$ cat src/rtl/can_pkg.sv
// can_pkg: shared constants, FSM state encoding and the CRC-15 step
// function for the CAN transmit stuffer.
//   CAN_CRC15_POLY    : CAN CRC-15 generator polynomial
//   CAN_STUFF_LEN_DEF : default run length that triggers a stuff bit
//   CAN_RECESSIVE     : idle bus level
//   can_state_e       : stuffer FSM states
//   crc15_step()      : folds one unstuffed bit into a CRC-15 value
package can_pkg;

   localparam logic [14:0] CAN_CRC15_POLY    = 15'h4599;
   localparam int          CAN_STUFF_LEN_DEF = 5;
   localparam logic        CAN_RECESSIVE     = 1'b1;

   typedef enum logic [0:0] {
      ST_DATA  = 1'b0,
      ST_STUFF = 1'b1
   } can_state_e;

   // One bit of the serial CRC-15: shift left, XOR polynomial on feedback.
   function automatic logic [14:0] crc15_step(input logic [14:0] crc, input logic bit_in);
      logic fb;
      fb = bit_in ^ crc[14];
      return {crc[13:0], 1'b0} ^ (fb ? CAN_CRC15_POLY : 15'h0000);
   endfunction

endpackage

$ cat src/rtl/can_crc15_serial.sv
// can_crc15_serial: bit-serial CAN CRC-15 accumulator.
//   clk, rst : clock, asynchronous active-high reset
//   clr      : restart from zero; when en is also high the bit is folded
//              into the cleared value
//   en       : fold bit_in into the CRC this cycle
//   bit_in   : unstuffed frame bit
//   crc      : registered CRC value
import can_pkg::*;

module can_crc15_serial (
   input  logic        clk,
   input  logic        rst,
   input  logic        clr,
   input  logic        en,
   input  logic        bit_in,
   output logic [14:0] crc
);

   logic [14:0] crc_r;
   logic [14:0] base_s;

   // Starting value for the fold: zero when this bit opens a new frame.
   always_comb begin
      base_s = crc_r;
      if (clr) begin
         base_s = 15'h0000;
      end else begin
         base_s = crc_r;
      end
   end

   // CRC register.
   always_ff @(posedge clk or posedge rst) begin
      if (rst) begin
         crc_r <= 15'h0000;
      end else if (en) begin
         crc_r <= crc15_step(base_s, bit_in);
      end else if (clr) begin
         crc_r <= 15'h0000;
      end else begin
         crc_r <= crc_r;
      end
   end

   assign crc = crc_r;

endmodule

$ cat src/rtl/can_tx_stuffer.sv
// can_tx_stuffer: bit-serial CAN transmit stage. Takes one unstuffed bit per
// bit_tick over valid/ready, drives the bus level and inserts a complementary
// stuff bit after STUFF_LEN identical bits in stuffed fields.
// Build option: define CAN_TX_CRC_EN to instantiate the CRC-15 accumulator;
// otherwise crc_out is tied to zero and in_crc_en is ignored.
//   clk, rst       : clock, asynchronous active-high reset
//   bit_tick       : bit-boundary strobe
//   in_bit/in_valid/in_stuff_en/in_crc_en/in_sof : frame bit and its attributes
//   in_ready       : bit accepted this cycle (combinational)
//   tx_out         : registered bus level, 1 = recessive
//   stuff_inserted : registered one-cycle pulse when tx_out carries a stuff bit
//   crc_out        : running CRC-15 of accepted in_crc_en bits
import can_pkg::*;

module can_tx_stuffer #(
   parameter int STUFF_LEN = CAN_STUFF_LEN_DEF
) (
   input  logic        clk,
   input  logic        rst,
   input  logic        bit_tick,
   input  logic        in_bit,
   input  logic        in_valid,
   input  logic        in_stuff_en,
   input  logic        in_crc_en,
   input  logic        in_sof,
   output logic        in_ready,
   output logic        tx_out,
   output logic        stuff_inserted,
   output logic [14:0] crc_out
);

   localparam logic [0:0] S_DATA      = 1'(ST_DATA);
   localparam logic [0:0] S_STUFF     = 1'(ST_STUFF);
   localparam logic [3:0] STUFF_LEN_C = 4'(STUFF_LEN);

   logic [0:0] state_r;
   logic [0:0] state_s;
   logic       tx_out_r;
   logic       tx_s;
   logic       stuff_ins_r;
   logic       ins_s;
   logic [3:0] run_cnt_r;
   logic [3:0] run_s;
   logic [3:0] run_inc_s;
   logic       last_bit_r;
   logic       last_s;

   assign in_ready = bit_tick & (state_r != S_STUFF);

   // Run counter increment, saturating at the stuff length.
   always_comb begin
      run_inc_s = run_cnt_r;
      if (run_cnt_r >= STUFF_LEN_C) begin
         run_inc_s = STUFF_LEN_C;
      end else begin
         run_inc_s = run_cnt_r + 4'd1;
      end
   end

   // Next-state logic: everything advances only on bit_tick.
   always_comb begin
      state_s = state_r;
      tx_s    = tx_out_r;
      ins_s   = 1'b0;
      run_s   = run_cnt_r;
      last_s  = last_bit_r;
      if (bit_tick) begin
         case (state_r)
            S_STUFF: begin
               // The stuff bit opens the next run; the offered input waits.
               tx_s    = ~last_bit_r;
               last_s  = ~last_bit_r;
               run_s   = 4'd1;
               ins_s   = 1'b1;
               state_s = S_DATA;
            end
            S_DATA: begin
               if (in_valid) begin
                  tx_s   = in_bit;
                  last_s = in_bit;
                  if (in_sof) begin
                     run_s = 4'd1;
                  end else if (in_stuff_en) begin
                     run_s = (in_bit == last_bit_r) ? run_inc_s : 4'd1;
                  end else begin
                     run_s = 4'd0;
                  end
                  if (in_stuff_en && (run_s == STUFF_LEN_C)) begin
                     state_s = S_STUFF;
                  end else begin
                     state_s = S_DATA;
                  end
               end else begin
                  tx_s  = CAN_RECESSIVE;
                  run_s = 4'd0;
               end
            end
            default: begin
               tx_s    = CAN_RECESSIVE;
               run_s   = 4'd0;
               state_s = S_DATA;
            end
         endcase
      end else begin
         state_s = state_r;
      end
   end

   // State and output registers.
   always_ff @(posedge clk or posedge rst) begin
      if (rst) begin
         state_r     <= S_DATA;
         tx_out_r    <= CAN_RECESSIVE;
         stuff_ins_r <= 1'b0;
         run_cnt_r   <= 4'd0;
         last_bit_r  <= 1'b1;
      end else begin
         state_r     <= state_s;
         tx_out_r    <= tx_s;
         stuff_ins_r <= ins_s;
         run_cnt_r   <= run_s;
         last_bit_r  <= last_s;
      end
   end

   assign tx_out         = tx_out_r;
   assign stuff_inserted = stuff_ins_r;

`ifdef CAN_TX_CRC_EN
   logic xfer_s;
   assign xfer_s = in_valid & in_ready;

   can_crc15_serial u_crc (
      .clk    (clk),
      .rst    (rst),
      .clr    (xfer_s & in_sof),
      .en     (xfer_s & in_crc_en),
      .bit_in (in_bit),
      .crc    (crc_out)
   );
`else
   logic unused_crc_en_s;
   assign unused_crc_en_s = in_crc_en;
   assign crc_out         = 15'h0000;
`endif

endmodule

$ cat config.mk
export PLATFORM = sky130hd
export DESIGN_NAME = can_tx_stuffer
export DESIGN_NICKNAME = d
export VERILOG_FILES = /design/src/rtl/can_pkg.sv /design/src/rtl/can_crc15_serial.sv /design/src/rtl/can_tx_stuffer.sv
export SDC_FILE = /design/constraint.sdc
export NUM_CORES = 1
export LEC_CHECK = 0
export CAP_MARGIN = 10
export CELL_PAD_IN_SITES_DETAIL_PLACEMENT = 1
export CELL_PAD_IN_SITES_GLOBAL_PLACEMENT = 2
export CORE_UTILIZATION = 23
export CTS_CLUSTER_SIZE = 24
export DETAILED_ROUTE_END_ITERATION = 7
export GPL_TIMING_DRIVEN = 0
export MAX_ROUTING_LAYER = met4
export PLACE_DENSITY = 0.88
export SLEW_MARGIN = 20
export SYNTH_ARGS = -nofsm -noshare
export SYNTH_HDL_FRONTEND = slang
export SYNTH_SLANG_ARGS = --single-unit
$ cat constraint.sdc
create_clock -name clk -period 1.6 [get_ports clk]
set_clock_uncertainty 0.05 [all_clocks]
set_input_delay 0.16 -clock clk [delete_from_list [all_inputs] [get_ports clk]]
set_output_delay 0.16 -clock clk [all_outputs]
set_load 0.005 [all_outputs]
=== Word level (Yosys, flattened, before mapping) ===
Index checks and enable logic that the tools add are counted.

* Divide/modulo/power cells: 0
* Shifts and indexed selects: 0
* $mul: 0
* Multiplexer cells: 18
* Magnitude comparators: 1
* Eq/ne operators: 3
* Bitwise gates (word level): 3
* Add/sub/neg operators: 1
* Reduce and logical (&&, ||, !) cells: 2

{| class="wikitable"
|+ Operators by type and width
! operator !! count
|-
| two-way mux 4 bit || 8
|-
| case mux 4 bit (2 select lines) || 1
|-
| two-way mux 1 bit || 6
|-
| case mux 1 bit (2 select lines) || 3
|-
| adder 4 x 1 -> 4 bit, second input constant || 1
|-
| equality test 4 x 3 -> 1 bit, second input constant || 1
|-
| >= comparator 4 x 3 -> 1 bit, second input constant || 1
|-
| != test 2 bit, second input constant || 1
|-
| NOT 1 bit || 2
|-
| AND reduction 2 bit || 1
|-
| AND 1 bit || 1
|-
| equality test 1 bit || 1
|-
| logical AND 1 bit || 1
|}

* Output and inout bits: 18
* RAM bits: 0
* Memories: 0
* Memory bits (read-only): 0
* Register bits: 8
* Input port bits: 8
* Latch bits: 0

=== Logic depth before layout (Yosys ltp) ===
* Depth after elaboration: 13
* Mapped depth: 5

=== Worst setup path before layout ===
Ideal clock, no wire load.

* Kind: reg-to-reg
* Start point: reg run_cnt_r[0]
* End point: reg run_cnt_r[0]
* Cell stages (with the launch flop): 5
* Setup time: 0.144 ns
* Data required time: 1.406 ns
* Setup slack: 0.126 ns
* Arrival: 1.280 ns
* Cells stage by stage: dfrtp_1 -> ha_1 -> nand2b_1 -> a2111oi_0 -> o221ai_1

* Cells in the longest elaborated chain, start to end: 10

{| class="wikitable"
|+ RTL lines
! item !! line !! source
|-
| from (decl) || can_tx_stuffer.sv:42 || <nowiki>logic [3:0] run_cnt_r;</nowiki>
|-
| from (signal assigned) || can_tx_stuffer.sv:121 || <nowiki>run_cnt_r <= run_s;</nowiki>
|-
| adder 4 x 1 -> 4 bit / >= comparator 4 x 3 -> 1 bit (equally long branches) || can_tx_stuffer.sv:56, can_tx_stuffer.sv:53 ||
|-
| two-way mux 4 bit (*) || can_tx_stuffer.sv:53 || <nowiki>if (run_cnt_r >= STUFF_LEN_C) begin</nowiki>
|-
| two-way mux 4 bit (*) || can_tx_stuffer.sv:84 || <nowiki>run_s = (in_bit == last_bit_r) ? run_inc_s : 4'd1;</nowiki>
|-
| two-way mux 4 bit (*) || can_tx_stuffer.sv:83 || <nowiki>end else if (in_stuff_en) begin</nowiki>
|-
| two-way mux 4 bit (*) || can_tx_stuffer.sv:81 || <nowiki>if (in_sof) begin</nowiki>
|-
| two-way mux 4 bit (*) || can_tx_stuffer.sv:78 || <nowiki>if (in_valid) begin</nowiki>
|-
| two-way mux 4 bit (*) || can_tx_stuffer.sv:68 || <nowiki>case (state_r)</nowiki>
|-
| two-way mux 4 bit (*) || can_tx_stuffer.sv:67 || <nowiki>if (bit_tick) begin</nowiki>
|-
| two-way mux 4 bit (*) || can_tx_stuffer.sv:78 ||
|-
| case mux 4 bit (2 select lines) (*) || can_tx_stuffer.sv:68 ||
|}

Mark *: on every way between the ends. The rest lies on a longest branch, timed or not. The select of a mux whose other input is x is not followed.
A chain may end at the register's enable or synchronous reset.

=== Final worst setup path ===
* Start point: reg state_r
* End point: out in_ready

* Cells in the longest elaborated chain, start to end: 2

{| class="wikitable"
|+ RTL lines
! item !! line !! source
|-
| from (decl) || can_tx_stuffer.sv:36 || <nowiki>logic [0:0] state_r;</nowiki>
|-
| from (signal assigned) || can_tx_stuffer.sv:118 || <nowiki>state_r <= state_s;</nowiki>
|-
| NOT 1 bit || can_tx_stuffer.sv:48 || <nowiki>assign in_ready = bit_tick & (state_r != S_STUFF);</nowiki>
|-
| AND 1 bit || can_tx_stuffer.sv:48 ||
|-
| to (decl) || can_tx_stuffer.sv:26 || <nowiki>output logic in_ready,</nowiki>
|}

No other way between the ends.

==> metrics.txt <==
Max-cap violations 0; DPL Wire Length 1.11 mm; pre-CTS setup slack -0.429 ns; n_diodes 0; Reg clk slew, reported paths 0.06 ns; CP Data Required Time roughly 1.4 ns; top cell type's share of synthesized area roughly a quarter; Worst setup SP type register; multi-input logic area about 360 µm²; Rows 18; simple logic cell fraction of the synthesized area around an eighth; layout filler cell count ~310; Port Buffer Count 9; # setup viols final 0; Critical path buffers and inverters 1; non-filler cells, final roughly 130; H-Tree Depth 1; Worst path depth 2; CP Cell Sequence nor2b_1, clkdlybuf4s50_1; DRC 0; total grt overflow 0; RR Startpoint run_cnt_r[0]$_DFFE_PP0P_; post-synthesis compound-gate area fraction 20.3%; worst setup margin just under 0.07 ns; Num Clock Sinks 8; Routed WL per cell ~12 µm; largest net degree at the start of global routing 11; Post-DP Area between 800 and 900 µm²; Final Max Slew Viols 0; top post-synthesis cells by area dfrtp_1 (24%), buf_4 (18%), dfstp_2 (8.4%), ha_1 (6.0%), inv_1 (4.8%); placed insts between 100 and 150; Pleak 0.436 nW; final net count about 110; Netlist cell types 30; final wirelength 1.55 mm; area of the mapped netlist just over 600 µm²; layout cells sized above 1 33.0%; register area share after synthesis between 30% and 40%; slowest CP cell clkdlybuf4s50_1; GRT Util Overall a little over a tenth; post-synthesis xor/xnor area fraction under 10%; CP startpoint state_r$_DFFE_PP0P_; fmax approximately 650 MHz; vias in the first global route just under 500; initial antenna violation count 0; final hold violations 0; Synth Warn # 0; vias roughly 550; Avg Inst Size Synth 9.16 µm²; Die H 54.1 µm; DRT Pass-1 Iters 2; first-pass GRT wire length about 2.2 mm; Critical Path End Type output pin; Clock Path Buffers 2; crit-path max FO 5; Worst Path Arrival between 1 and 1.5 ns; Initial Util between 20 and 25%; RSZ-0062 raised after global routing false; crit-path max cell delay around 0.51 ns; WHS around 0.095 ns; Post-Synth Adder-Cell Area approximately 6.0%; Post-Syn Instances a little under 70; Placer Congestion about 0.85; CTS tree done; worst-skew pair later-pin latency 0.27 ns; r2r worst-path depth 4; Worst setup endpoint in_ready; Setup CP Type reg -> out; Final ANT Viol Nets 0; main combinational cell family by area after synthesis buffers and inverters; num ports 26; FF+latch count, synth 8; storage element area 205 µm²; Vias per Instance ~4.3; Final Cycle Share 95.7%; clock period minus final worst setup slack 1.53 ns; Root Driver clkbuf_4; flop-to-flop setup slack ~0.10 ns; Core ar. ~2500 µm²; die area roughly 2900 µm²; status finished, final reports clean; area delta synth->final 44.2%; DRT iter0 DRCs 5; P per Cell Area about 650 nW/µm²; RR Endpoint run_cnt_r[3]$_DFFE_PP0P_; TritonCTS Buffers 3; post-synthesis mux area share 0%; Worst IR Drop VDD 0.351 mV; leading area contributor after synthesis dfrtp_1; CP delay by family, top buffers and inverters; final instance area between 800 and 900 µm²; die span in x around 54 µm; total power between 0.5 and 0.6 mW; Hold Crit Class in -> async
[routing by layer]
layer / vias up / track usage [%] / routed length (µm)
met1: 254 / 10.8 / 598
met3: 4 / 3.95 / 106
met2: 20 / 20.0 / 828
met5: - / - / 0
met4: 0 / 3.42 / 13
li1: 267 / - / -
[cells in the mapped netlist]
cell,count
o2bb2ai_1,1
o221ai_1,1
a221oi_1,1
o311ai_1,1
inv_1,8
nand4b_4,1
a21oi_1,1
buf_4,15
nor2_1,1
a2111o_1,1
a211oi_1,1
clkbuf_1,2
nand2b_1,2
a31oi_1,1
conb_1,1
o22ai_1,3
o211ai_1,1
dfrtp_1,6
dfstp_2,2
o21ai_0,2
ha_1,3
xor2_1,2
nand2_1,3
nand4_1,1
o41ai_1,1
xnor2_1,1
a21o_1,1
or3_1,1
nor2b_1,2
a2111oi_0,1
[sequential cells by signal (all words and copies together) (netlist names)]
signal / count
run_cnt_r: 4
state_r: 1
last_bit_r: 1
tx_out: 1
stuff_inserted: 1
[cells in the final DEF (no fill, tap or decap), types with 3 or more instances in the layout]
cell type        count
conb_1              15
inv_1                7
clkdlybuf4s50_1      8
nand2_1              3
buf_4               17
clkbuf_4             3
dfrtp_1              4
[logic make-up (layout without fill, tap and decap cells)]
family                   after synthesis  count (layout)
buffers and inverters                 25              40
XOR/XNOR                               3               3
AND/OR/NAND/NOR                       11              11
AO/OA/AOI/OAI                         17              17
adder cells (fa/ha/maj)                3               3
flip-flops                             8               8
other                                  1              15
[final cells by class]
class                           instances  share of cell area (%)
Inverter                                8                    3.34
Multi-Input combinational cell         49                    40.5
Timing Repair Buffer                   11                    11.7
Sequential cell                         8                    22.8
Clock buffer                            4                    2.92
Tap cell                               30                    4.18
Buffer                                 17                    14.5
[report_power, final]
group	switching, mW	leakage, nW	internal, mW
clock network	0.0803	0.0150	0.0962
logic	0.0834	0.321	0.0872
registers	0.0178	0.101	0.222
total	0.182	0.436	0.405
[stage by stage]
| step | setup TNS [ns] | util, % |
|---|---|---|
| floorplan | 0 | - |
| finish | 0 | 35.6 |
| global placement | -0.474 | 31.8 |
| global route | 0 | 35.6 |
| CTS | 0 | 33.5 |
| detailed placement | -0.547 | 31.8 |
[timing repair]
action | in CTS | in global routing
endpoints found under the setup margin | 2 | 5
hold buffers | 0 | 0
resized for setup | 6 | 10
pin swaps | 0 | 3
setup buffers | 0 | 2
[worst min-delay path by stage]
stage                     cells past startpoint  start                       end
final                                         2    rst  run_cnt_r[2]$_DFFE_PP0P_
after CTS                                     2    rst  stuff_inserted$_DFF_PP0_
after detailed placement                      2    rst  stuff_inserted$_DFF_PP0_
after global routing                          2    rst  stuff_inserted$_DFF_PP0_
after global placement                        2    rst  stuff_inserted$_DFF_PP0_
after floorplan                               1    rst  run_cnt_r[0]$_DFFE_PP0P_
No activity file was read; power rests on OpenSTA's default activity.
